==> config.mk <==
export PLATFORM = sky130hd
export DESIGN_NAME = inst_fetch
export DESIGN_NICKNAME = d
export VERILOG_FILES = /design/src/rtl/inst_fetch.sv
export SDC_FILE = /design/constraint.sdc
export NUM_CORES = 1
export LEC_CHECK = 0
export BUFFER_PORTS_ARGS = -buffer_cell sky130_fd_sc_hd__buf_2
export CORE_ASPECT_RATIO = 1.2
export CORE_MARGIN = 4
export CORE_UTILIZATION = 50
export CTS_CLUSTER_DIAMETER = 200
export DETAILED_ROUTE_END_ITERATION = 6
export GPL_TIMING_DRIVEN = 0
export PLACE_DENSITY = 0.77
export SLEW_MARGIN = 20
export SYNTH_ARGS = -nofsm -noshare
export SYNTH_HDL_FRONTEND = slang
export SYNTH_SLANG_ARGS = --single-unit
==> constraint.sdc <==
create_clock -name clk -period 2.12 [get_ports clk]
set_input_delay 0.424 -clock clk [delete_from_list [all_inputs] [get_ports clk]]
set_output_delay 0.424 -clock clk [all_outputs]
set_load 0.01 [all_outputs]
==> src/rtl/inst_fetch.sv <==
// inst_fetch: instruction-memory initiator with wait-state handshake, prefetch FIFO,
// decode-stall backpressure and branch redirect that drops stale in-flight fetches.
module inst_fetch #(
    parameter logic [31:0] RESET_PC   = 32'h0000_0000,
    parameter int          FIFO_DEPTH = 2
) (
    input  logic        clk,
    input  logic        rst,
    output logic        inst_ce_o,
    output logic [31:0] inst_addr_o,
    input  logic [31:0] inst_data_i,
    input  logic        inst_ready_i,
    input  logic        id_stall_i,
    input  logic        branch_flag_i,
    input  logic [31:0] branch_target_i,
    output logic        if_valid_o,
    output logic [31:0] if_inst_o,
    output logic [31:0] if_pc_o
);
    localparam int AW = $clog2(FIFO_DEPTH);
    localparam logic [AW:0] FULL = (AW+1)'(FIFO_DEPTH);

    typedef enum logic {FETCH, DISCARD} state_t;

    state_t      state_q, state_d;
    logic [31:0] fpc_q, fpc_d, tgt_q, tgt_d;
    logic [AW:0] count_q, count_d;
    logic [AW-1:0] rd_q, rd_d, wr_q, wr_d;
    logic [31:0] pc_mem_q [FIFO_DEPTH];
    logic [31:0] pc_mem_d [FIFO_DEPTH];
    logic [31:0] inst_mem_q [FIFO_DEPTH];
    logic [31:0] inst_mem_d [FIFO_DEPTH];
    logic        pop, push;
    logic [31:0] target;

    assign target = {branch_target_i[31:2], 2'b00};

    always_comb begin
        if_valid_o  = (count_q != '0) && !branch_flag_i;
        if_pc_o     = pc_mem_q[rd_q];
        if_inst_o   = inst_mem_q[rd_q];
        pop         = if_valid_o && !id_stall_i;
        // ce is held through DISCARD; in FETCH a slot must be free counting this cycle's pop
        inst_ce_o   = rst && (state_q == DISCARD || count_q != FULL || pop);
        inst_addr_o = fpc_q;
        push        = inst_ce_o && inst_ready_i && state_q == FETCH && !branch_flag_i;
        state_d     = state_q;
        fpc_d       = fpc_q;
        tgt_d       = tgt_q;
        count_d     = count_q + (AW+1)'(push) - (AW+1)'(pop);
        rd_d        = rd_q + AW'(pop);
        wr_d        = wr_q + AW'(push);
        pc_mem_d    = pc_mem_q;
        inst_mem_d  = inst_mem_q;
        if (push) begin
            pc_mem_d[wr_q]   = fpc_q;
            inst_mem_d[wr_q] = inst_data_i;
            fpc_d            = fpc_q + 32'd4;
        end
        if (branch_flag_i) begin
            count_d = '0;
            rd_d    = '0;
            wr_d    = '0;
            tgt_d   = target;
            if (inst_ce_o && !inst_ready_i) begin
                state_d = DISCARD;
            end else begin
                state_d = FETCH;
                fpc_d   = target;
            end
        end else if (state_q == DISCARD && inst_ready_i) begin
            state_d = FETCH;
            fpc_d   = tgt_q;
        end
    end

    always_ff @(posedge clk or negedge rst) begin
        if (!rst) begin
            state_q    <= FETCH;
            fpc_q      <= RESET_PC;
            tgt_q      <= RESET_PC;
            count_q    <= '0;
            rd_q       <= '0;
            wr_q       <= '0;
            pc_mem_q   <= '{default: '0};
            inst_mem_q <= '{default: '0};
        end else begin
            state_q    <= state_d;
            fpc_q      <= fpc_d;
            tgt_q      <= tgt_d;
            count_q    <= count_d;
            rd_q       <= rd_d;
            wr_q       <= wr_d;
            pc_mem_q   <= pc_mem_d;
            inst_mem_q <= inst_mem_d;
        end
    end
endmodule

==> results.md, run 1 <==
- Die width: 130 um
- Clock sink count: 189
- Layout Nets: 931
- Distinct cells, synth: 42
- Die Area: 0.0199 mm^2
- Final setup fails: 0
- Layout Skew: 9.56 ps
- Vias: 6,122
- Routability Congestion: 0.799
- Register area share after synthesis: 0.534
- Reg2reg end: inst_addr_o[28]
- Internal: 0.00742 W
- Top FF cell, synth: dfrtp_1
- Initial DRC Count: 234
- PwrDens: 961 mW/mm^2
- Reg power frac: 0.464
- WL final: 21,200 um
- WHS: 31.8 ps
- DP Cell Count: 1,049
- Reg-to-reg slack, setup: 200 ps
- Synth Register Bits: 189
- Synth warn: 0
- Finished Layout Cells: 1,091
- Final period util: 0.983
- ANT nets after route: 0
- Area of the multi-input gates: 0.00395 mm^2
- Final Hold Fails: 0
- Initial antenna violation count: 4
- Io pins: 167
- Clock group share of total power: 0.287
- Reg2Reg Depth: 6
- Filler cells: 1,396
- Status: complete, no violations
- Worst-path clk slew: 70 ps
- Global-route usage over all layers: 0.216
- Largest fanout on the critical path: 10
- WS Path Type: flip-flop to output port
- Comb power frac: 0.249
- Rel. slew slack: 0.603
- Critical Path Sink Type: output port
- CTS tree: done
- CP Data Arrival Time: 1660 ps
- Sw Share: 0.297
- DR vias/cell: 5.61
- Peak VDD IR: 509 uV
- DPL Wire Length: 14,300 um
- F_max: 0.480 GHz
- Setup TNS: 0 ps
- Synthesized area per cell: 13.3 um^2
- Worst-Skew Late Latency: 420 ps
- Ys async rst share: 1.00
- RSZ-0062 raised after global routing: yes
- EDFF count, synth: 0
- Cell taking the most area after synthesis: dfrtp_1
- Layout area overhead: 23.8%
- Crit start category: flip-flop
- Vias in the first global route: 6,256
- Fraction of layout cells with a size suffix above 1: 0.537
- PortBufs: 159
- Synth area leaders: dfrtp_1, mux2_2, a22o_1
- Area fraction of the dominant cell type after synthesis: 0.534
- Post-Route Utilization: 0.629
- Initial Util: 0.508
- Gr ovfl total: 0
- Final Max Slew Viols: 0
- Net Switching: 0.00313 W
- FF-to-FF Start: count_q[1]
- Min Tclk post-route: 2080 ps
- Core area: 0.0174 mm^2
- Remaining DRCs: 0
- HP Class: primary input to asynchronous set/reset pin
- Worst path required time: 1700 ps
- Leakage power: 5.00 nW
- First-pass GRT wire length: 33,800 um
- Largest net degree at the start of global routing: 41
- Root Driver: clkbuf_16
- Synthesized netlist cell count: 665
- Chip height: 154 um
- Register area: 0.00473 mm^2
- # Max-Cap Violations: 0
- CTS buffer count: 17
- WL/cell: 19.4 um
- Clock Path Buffers: 2
- Num rows: 53
- Syn Std Cell Area: 0.00886 mm^2
- Drt first pass iters: 5
- Worst-Margin Slew: 596 ps
- # H-tree levels: 4
-- metal layers --
layer  track usage  part of all wire  wire (um)
met5             0            0.0014         30
met4        0.0505             0.011        226
met3        0.0612             0.060       1270
met2         0.359              0.50      10600
met1         0.281              0.43       9040
-- area by class of cell --
| class | count | share of cell area |
|---|---|---|
| buffer | 46 | 0.0283 |
| clock inverter | 15 | 0.0122 |
| multi-input combinational | 426 | 0.360 |
| antenna | 1 | 0.000228 |
| timing repair buffer | 173 | 0.103 |
| inverter | 4 | 0.00137 |
| clock buffer | 17 | 0.0388 |
| tap | 220 | 0.0251 |
| sequential | 189 | 0.431 |
-- cells in the final DEF, fill, tap and decap left out, types with 5 or more instances in the layout --
cell type / instances
a22o_1: 30
a22oi_1: 30
and3_1: 5
buf_12: 5
buf_2: 164
buf_4: 12
clkbuf_1: 9
clkbuf_16: 18
clkbuf_2: 5
clkbuf_4: 13
dfrtp_1: 188
mux2_2: 216
nand2_1: 10
nand3_1: 17
nand4_1: 14
nor2_1: 9
o21ai_0: 24
xnor2_1: 5
xor2_1: 23
-- logic make-up (layout without fill, tap and decap cells) --
kind of cell	Yosys count	in the layout	share of synthesized area
AO/OA/AOI/OAI	93	93	0.0748
XOR/XNOR	28	28	0.0277
adder cells (fa/ha/maj)	5	5	0.00706
buffers and inverters	53	255	0.0265
flip-flops	189	189	0.534
multiplexers	218	218	0.277
other	1	5	0.000423
AND/OR/NAND/NOR	78	78	0.0532
-- worst max-delay path: stages, from the launching register on --
cell and delay, ps:
dfrtp_2 380, buf_12 120, clkbuf_4 220, mux2_2 360, buf_2 150
-- per-stage QoR --
stage	setup slack (ps)	cell area (um^2)	power, W
2_1_floorplan	13.4	8920	0.00648
5_1_grt	-25.3	11000	0.0111
4_1_cts	2.34	11000	0.0107
6_report	35.8	11000	0.0105
3_5_place_dp	-1420	10100	0.00751
3_3_place_gp	-3770	10000	0.00740
-- power groups by stage --
stage | sequential, W | clock (W) | combinational [W]
finish | 0.00489 | 0.00302 | 0.00263
detailed placement | 0.00496 | 0 | 0.00255
global placement | 0.00491 | 0 | 0.00248
global route | 0.00499 | 0.00324 | 0.00288
CTS | 0.00490 | 0.00310 | 0.00266
floorplan | 0.00484 | 0 | 0.00164
-- worst max-delay path by stage --
| stage | end | cells past startpoint | start |
|---|---|---|---|
| floorplan | inst_mem_q[0] | 7 | branch_flag_i |
| global placement | pc_mem_q[46] | 7 | rst |
| detailed placement | pc_mem_q[44] | 9 | rst |
| CTS | if_pc_o[23] | 4 | rd_q |
| global route | if_inst_o[28] | 4 | rd_q |
| finish | if_inst_o[19] | 4 | rd_q |
-- cells in the mapped netlist, types with 2 or more instances --
cell type  instances
xnor2_1            5
clkbuf_2           2
nor2_1             9
nand2_1           10
clkbuf_1          33
dfrtp_1          189
inv_1              4
mux2i_1            2
nor2b_1            3
nor3_2             2
nand4_1           14
o21ai_0           24
a22oi_1           30
a22o_1            30
ha_1               5
nand3_1           17
xor2_1            23
buf_2              6
o211ai_1           2
buf_4              7
and3_1             5
mux2_2           216
or4_1              2
o21ai_1            4
nor3_1             3
nor4_1             2
-- timing repair --
action                                  in CTS  in global routing
pin swaps                                    1                  0
endpoints found under the setup margin     218                 44
resized for setup                           27                  6
gates cloned                                 4                  0
hold endpoints to repair                    56                  0
buffers inserted                             4                  0
hold buffers                                 4                  0
-- flip-flops by register name, indices dropped and copies added, names as in the netlist --
register / flops
inst_mem_q: 64
pc_mem_q: 60
inst_addr_o: 30
tgt_q: 30
count_q: 2
rd_q: 1
state_q: 1
wr_q: 1
(Power assumes the default switching activity.)
==> inputs of run 2 (changes only) <==
Settings changed: CORE_ASPECT_RATIO 1.2 to 1.4.
==> results.md, run 2 (synthesis results as in run 1) <==
- Root Driver: clkbuf_16 (unchanged)
- Vias in the first global route: 6,257 (was 6,256)
- Peak VDD IR: 478 uV (was 509 uV)
- Gr ovfl total: 0 (unchanged)
- Rel. slew slack: 0.622 (was 0.603)
- Num rows: 57 (was 53)
- Largest fanout on the critical path: 10 (unchanged)
- First-pass GRT wire length: 32,700 um (was 33,800 um)
- Global-route usage over all layers: 0.209 (was 0.216)
- Initial Util: 0.509 (was 0.508)
- CTS tree: done (unchanged)
- RSZ-0062 raised after global routing: yes (unchanged)
- Leakage power: 4.97 nW (was 5.00 nW)
- ANT nets after route: 0 (unchanged)
- Chip height: 166 um (was 154 um)
- Internal: 0.00780 W (was 0.00742 W)
- Biggest regs: inst_mem_q: 64 flops, pc_mem_q: 60 flops (unchanged)
- DR vias/cell: 5.48 (was 5.61)
- Drt first pass iters: 5 (unchanged)
- Antenna diode count: 0 (was 1)
- Worst-Skew Late Latency: 430 ps (was 420 ps)
- WL/cell: 18.5 um (was 19.4 um)
- Crit start category: flip-flop (unchanged)
- Final period util: 0.986 (was 0.983)
- F_max: 0.478 GHz (was 0.480 GHz)
- Finished Layout Cells: 1,100 (was 1,091)
- # H-tree levels: 4 (unchanged)
- DP Cell Count: 1,064 (was 1,049)
- Final worst setup slack: 30.1 ps (was 35.8 ps)
- Min Tclk post-route: 2090 ps (was 2080 ps)
- Layout area overhead: 23.2% (was 23.8%)
- Die Area: 0.0200 mm^2 (was 0.0199 mm^2)
- CP Data Arrival Time: 1670 ps (was 1660 ps)
- Commonest cells after routing, fill and taps aside: mux2_2, dfrtp_1, buf_2 (unchanged)
- HP Class: primary input to asynchronous set/reset pin (unchanged)
- Critical Path Sink Type: output port (unchanged)
- WP buf/inv: 2 (was 3)
- Final Max Slew Viols: 0 (unchanged)
- Worst-path clk slew: 70 ps (about the same)
- Layout Skew: 13.1 ps (was 9.56 ps)
- Reg power frac: 0.454 (was 0.464)
- Core area: 0.0174 mm^2 (about the same)
- Most common cell after layout, fill and taps aside: mux2_2 (unchanged)
- Status: complete, no violations (unchanged)
- Routability Congestion: 0.802 (was 0.799)
- CP peak stage delay: 480 ps (was 380 ps)
- Vias: 6,028 (was 6,122)
- DPL Wire Length: 14,200 um (was 14,300 um)
- CP top delay family: flip-flops (was buffers and inverters)
- PortBufs: 159 (unchanged)
- Worst path required time: 1700 ps (about the same)
- WL final: 20,300 um (was 21,200 um)
- Largest net degree at the start of global routing: 50 (was 41)
- Remaining DRCs: 0 (unchanged)
- Initial DRC Count: 342 (was 234)
- Final setup fails: 0 (unchanged)
- WS Path Type: flip-flop to output port (unchanged)
- Fraction of layout cells with a size suffix above 1: 0.531 (was 0.537)
- Setup WS pre-CTS: -1370 ps (was -1420 ps)
- Initial antenna violation count: 2 (was 4)
- Final Hold Fails: 0 (unchanged)
- Clock sink count: 189 (unchanged)
- Net Switching: 0.00301 W (was 0.00313 W)
- Layout Nets: 925 (was 931)
- Placed cell area: 0.0101 mm^2 (about the same)
- PwrDens: 990 mW/mm^2 (was 961 mW/mm^2)
- Max reg flops: 64 (unchanged)
- Clock group share of total power: 0.308 (was 0.287)
- # Max-Cap Violations: 0 (unchanged)
- Clock Path Buffers: 2 (unchanged)
- Worst-Margin Slew: 567 ps (was 596 ps)
- Cells along the critical path: buf_4 > mux2_2 > buf_2 (was buf_12 > clkbuf_4 > mux2_2 > buf_2)
- Die width: 121 um (was 130 um)
- Reg with most FFs: inst_mem_q (unchanged)
- Final Instance Area: 0.0109 mm^2 (was 0.0110 mm^2)
- Comb power frac: 0.238 (was 0.249)
- Io pins: 167 (unchanged)
- CTS buffer count: 17 (unchanged)
- Slowest CP cell: dfrtp_2 (unchanged)
- Sw Share: 0.278 (was 0.297)
-- run 2: cell type report --
type	count	area [um^2]
Buffer	46	284
Clock buffer	20	467
Clock inverter	12	155
Fill cell	1427	6490
Inverter	4	15.0
Multi-Input combinational cell	426	3940
Sequential cell	189	4730
Tap cell	236	295
Timing Repair Buffer	167	1030
-- run 2: path summary, 6_finish.rpt --
kind / startpoint / end / slack (ps) / depth (start not counted)
setup / recovery: rd_q / if_pc_o[11] / 30 / 3
hold / removal: rst / pc_mem_q[2] / 70 / 3
setup reg to reg: state_q / inst_addr_o[26] / 160 / 5
hold reg to reg: inst_mem_q[11] / inst_mem_q[11] / 500 / 1
max in group asynchronous: rst / pc_mem_q[51] / 1780 / 2
min in group clk: inst_data_i[28] / inst_mem_q[60] / 240 / 2
-- run 2: layer usage --
| metal | vias to the layer above | routed length [um] | GRT usage |
|---|---|---|---|
| met3 | 22 | 964 | 0.0525 |
| met4 | 4 | 303 | 0.0727 |
| li1 | 2802 | - | - |
| met5 | - | 21 | 0 |
| met1 | 3063 | 8400 | 0.250 |
| met2 | 137 | 10600 | 0.368 |
-- run 2: tightest hold or removal path: cells and delay by family --
family	cells	cell delay (ps)
buf+inv	3	440
-- run 2: what timing repair did --
item                       in CTS  in global routing
hold endpoints to repair       96                  0
setup endpoints to repair     216                 57
hold buffers                    4                  0
gates cloned                    2                  0
resized for setup              21                  5
buffers inserted                1                  0
-- run 2: power groups by stage --
stage	registers, W	clock network (W)	logic [W]
2_1_floorplan	0.00484	0	0.00164
3_3_place_gp	0.00492	0	0.00249
3_5_place_dp	0.00496	0	0.00254
4_1_cts	0.00490	0.00342	0.00261
5_1_grt	0.00501	0.00357	0.00282
6_report	0.00491	0.00332	0.00257
-- run 2: per-stage QoR --
step / utilization / power, W / hold slack (ps) / setup TNS [ps]
2_1_floorplan: - / 0.00648 / 128 / 0
3_3_place_gp: 0.576 / 0.00741 / 482 / -1057150
3_5_place_dp: 0.578 / 0.00750 / 490 / -196540
4_1_cts: 0.627 / 0.0109 / 61.3 / -548
5_1_grt: 0.627 / 0.0114 / 63.4 / -1220
6_report: 0.627 / 0.0108 / 70.9 / 0
==> inputs of run 3 (changes only) <==
Settings changed: ABC_AREA set to 1, CORE_UTILIZATION 50 to 51, HOLD_SLACK_MARGIN set to 0.1, PLACE_DENSITY 0.77 to 0.78.
==> results.md, run 3 <==
- Initial Util: 0.526 (was 0.509)
- Rel. slew slack: 0.603 (was 0.622)
- Largest net degree at the start of global routing: 80 (was 50)
- Critical Path Sink Type: output port (unchanged)
- Post-synth top cells: nand2_1, dfrtp_1, o21ai_0, inv_1, nor2_1 (was mux2_2, dfrtp_1, clkbuf_1, a22o_1, a22oi_1)
- PwrDens: 914 mW/mm^2 (was 990 mW/mm^2)
- Final Hold Fails: 0 (unchanged)
- F_max: 0.486 GHz (was 0.478 GHz)
- Commonest cells after routing, fill and taps aside: nand2_1, dfrtp_1, buf_2 (was mux2_2, dfrtp_1, buf_2)
- Layout Skew: 9.42 ps (was 13.1 ps)
- Io pins: 167 (unchanged)
- EDFF count, synth: 0 (unchanged)
- Initial antenna violation count: 0 (was 2)
- Layout Nets: 1,402 (was 925)
- Register area share after synthesis: 0.513 (was 0.534)
- Syn Std Cell Area: 0.00922 mm^2 (was 0.00886 mm^2)
- ANT nets after route: 0 (unchanged)
- Synth area leaders: dfrtp_1, nand2_1, o21ai_0 (was dfrtp_1, mux2_2, a22o_1)
- Layout area overhead: 22.8% (was 23.2%)
- Die width: 122 um (was 121 um)
- Clock Path Buffers: 2 (unchanged)
- Peak VDD IR: 553 uV (was 478 uV)
- Setup TNS: 0 ps (unchanged)
- Drt first pass iters: 5 (unchanged)
- Synth Register Bits: 189 (unchanged)
- Top-count cell post-synth: nand2_1 (was mux2_2)
- Die Area: 0.0203 mm^2 (was 0.0200 mm^2)
- PortBufs: 159 (unchanged)
- Antenna diode count: 0 (unchanged)
- DPL Wire Length: 19,200 um (was 14,200 um)
- Min Tclk post-route: 2060 ps (was 2090 ps)
- Reg with most FFs: inst_mem_q (unchanged)
- Vias: 8,267 (was 6,028)
- Final worst setup slack: 61.1 ps (was 30.1 ps)
- Core area: 0.0175 mm^2 (was 0.0174 mm^2)
- Max reg flops: 64 (unchanged)
- Worst path required time: 1700 ps (about the same)
- Total power: 0.0104 W (was 0.0108 W)
- Worst-path clk slew: 70 ps (about the same)
- Status: complete, no violations (unchanged)
- Vias in the first global route: 8,284 (was 6,257)
- Remaining DRCs: 0 (unchanged)
- Routability Congestion: 0.962 (was 0.802)
- Distinct cells, synth: 33 (was 42)
- Clock sink count: 189 (unchanged)
- Top FF cell, synth: dfrtp_1 (unchanged)
- WL final: 26,000 um (was 20,300 um)
- Synthesized area per cell: 8.14 um^2 (was 13.3 um^2)
- CTS buffer count: 17 (unchanged)
- Largest fanout on the critical path: 8 (was 10)
- Gr ovfl total: 0 (unchanged)
- Worst-Margin Slew: 595 ps (was 567 ps)
- Filler cells: 1,596 (was 1,427)
- Crit start category: flip-flop (unchanged)
- WHS: 97.7 ps (was 70.9 ps)
- Biggest regs: inst_mem_q: 64 flops, pc_mem_q: 60 flops (unchanged)
- Cell taking the most area after synthesis: dfrtp_1 (unchanged)
- CTS tree: done (unchanged)
- First-pass GRT wire length: 42,000 um (was 32,700 um)
- CP Data Arrival Time: 1630 ps (was 1670 ps)
- Ys async rst share: 1.00 (unchanged)
- Area fraction of the dominant cell type after synthesis: 0.513 (was 0.534)
- WS Path Type: flip-flop to output port (unchanged)
- Global-route usage over all layers: 0.262 (was 0.209)
- Synthesized netlist cell count: 1,133 (was 665)
- HP Class: primary input to asynchronous set/reset pin (unchanged)
- Root Driver: clkbuf_16 (unchanged)
- Setup WS pre-CTS: -864 ps (was -1370 ps)
- Final setup fails: 0 (unchanged)
- Initial DRC Count: 733 (was 342)
- Final Max Slew Viols: 0 (unchanged)
- Worst-Skew Late Latency: 430 ps (about the same)
- DR vias/cell: 5.25 (was 5.48)
- # Max-Cap Violations: 0 (unchanged)
- Leakage power: 5.55 nW (was 4.97 nW)
- # H-tree levels: 4 (unchanged)
- Chip height: 167 um (was 166 um)
- Final period util: 0.971 (was 0.986)
- WL/cell: 16.5 um (was 18.5 um)
- Fraction of layout cells with a size suffix above 1: 0.240 (was 0.531)
- Num rows: 57 (unchanged)
- Most common cell after layout, fill and taps aside: nand2_1 (was mux2_2)
- Synth warn: 0 (unchanged)
[run 3: changes by cell type after synthesis, moves of 55 or more]
cell and change:
o21ai_0 +132, nor2_1 +55, inv_1 +120, nand2_1 +312, mux2_2 -174
[run 3: layout make-up]
| cell class | count | area (um^2) | share of cell area |
|---|---|---|---|
| Clock buffer | 22 | 474 | 0.0419 |
| Clock inverter | 9 | 86.3 | 0.00762 |
| Timing Repair Buffer | 176 | 1070 | 0.0948 |
| Buffer | 65 | 439 | 0.0388 |
| Multi-Input combinational cell | 749 | 3730 | 0.330 |
| Inverter | 130 | 493 | 0.0435 |
| Sequential cell | 189 | 4730 | 0.418 |
| Tap cell | 236 | 295 | 0.0261 |
[run 3: what timing repair did]
item | CTS | global route
setup buffers | 6 | 2
gates resized for setup | 46 | 24
hold buffers | 5 | 0
endpoints found under the setup margin | 187 | 118
cloned | 1 | 1
pin swaps | 0 | 0
hold endpoints to repair | 46 | 0
[run 3: final timing paths]
kind | endpoint | slack, ps | cells past startpoint | from
worst min register to register | inst_mem_q[28] | 510 | 1 | inst_mem_q[28]
min in group clk | tgt_q[11] | 210 | 3 | branch_target_i[11]
max in group asynchronous | tgt_q[7] | 1100 | 3 | rst
worst min-delay path | wr_q | 100 | 3 | rst
worst max-delay path | if_pc_o[2] | 60 | 4 | rd_q
worst max register to register | inst_mem_q[27] | 110 | 10 | count_q[0]
[run 3: routing by layer]
metal / track usage / share of wire / routed length, um
met1: 0.315 / 0.39 / 10200
met5: 0 / 0 / 0
met3: 0.0391 / 0.046 / 1200
met2: 0.455 / 0.52 / 13500
met4: 0.126 / 0.042 / 1100
[run 3: stage by stage]
step	area [um^2]	instances	utilization
after floorplan	9280	1136	-
after global placement	10400	1531	0.591
after detailed placement	10400	1533	0.595
after CTS	11300	1573	0.642
after global routing	11300	1576	0.646
final	11300	1576	0.646
[run 3: power breakdown]
group	switching (W)	internal (W)
Combinational	0.00147	0.000998
Clock	0.00136	0.00171
Sequential	0.000453	0.00436
Total	0.00328	0.00707
[run 3: cell families after synthesis]
| family | synth area share |
|---|---|
| AND/OR/NAND/NOR | 0.211 |
| AO/OA/AOI/OAI | 0.126 |
| buffers and inverters | 0.0867 |
| flip-flops | 0.513 |
| multiplexers | 0.0513 |
| XOR/XNOR | 0.00570 |
| adder cells (fa/ha/maj) | 0.00678 |
| other | 0.000407 |
[run 3: worst max-delay path, stage by stage (launching register included)]
cell	delay, ps
dfrtp_2	490
buf_8	170
buf_4	150
o21ai_0	220
buf_2	180
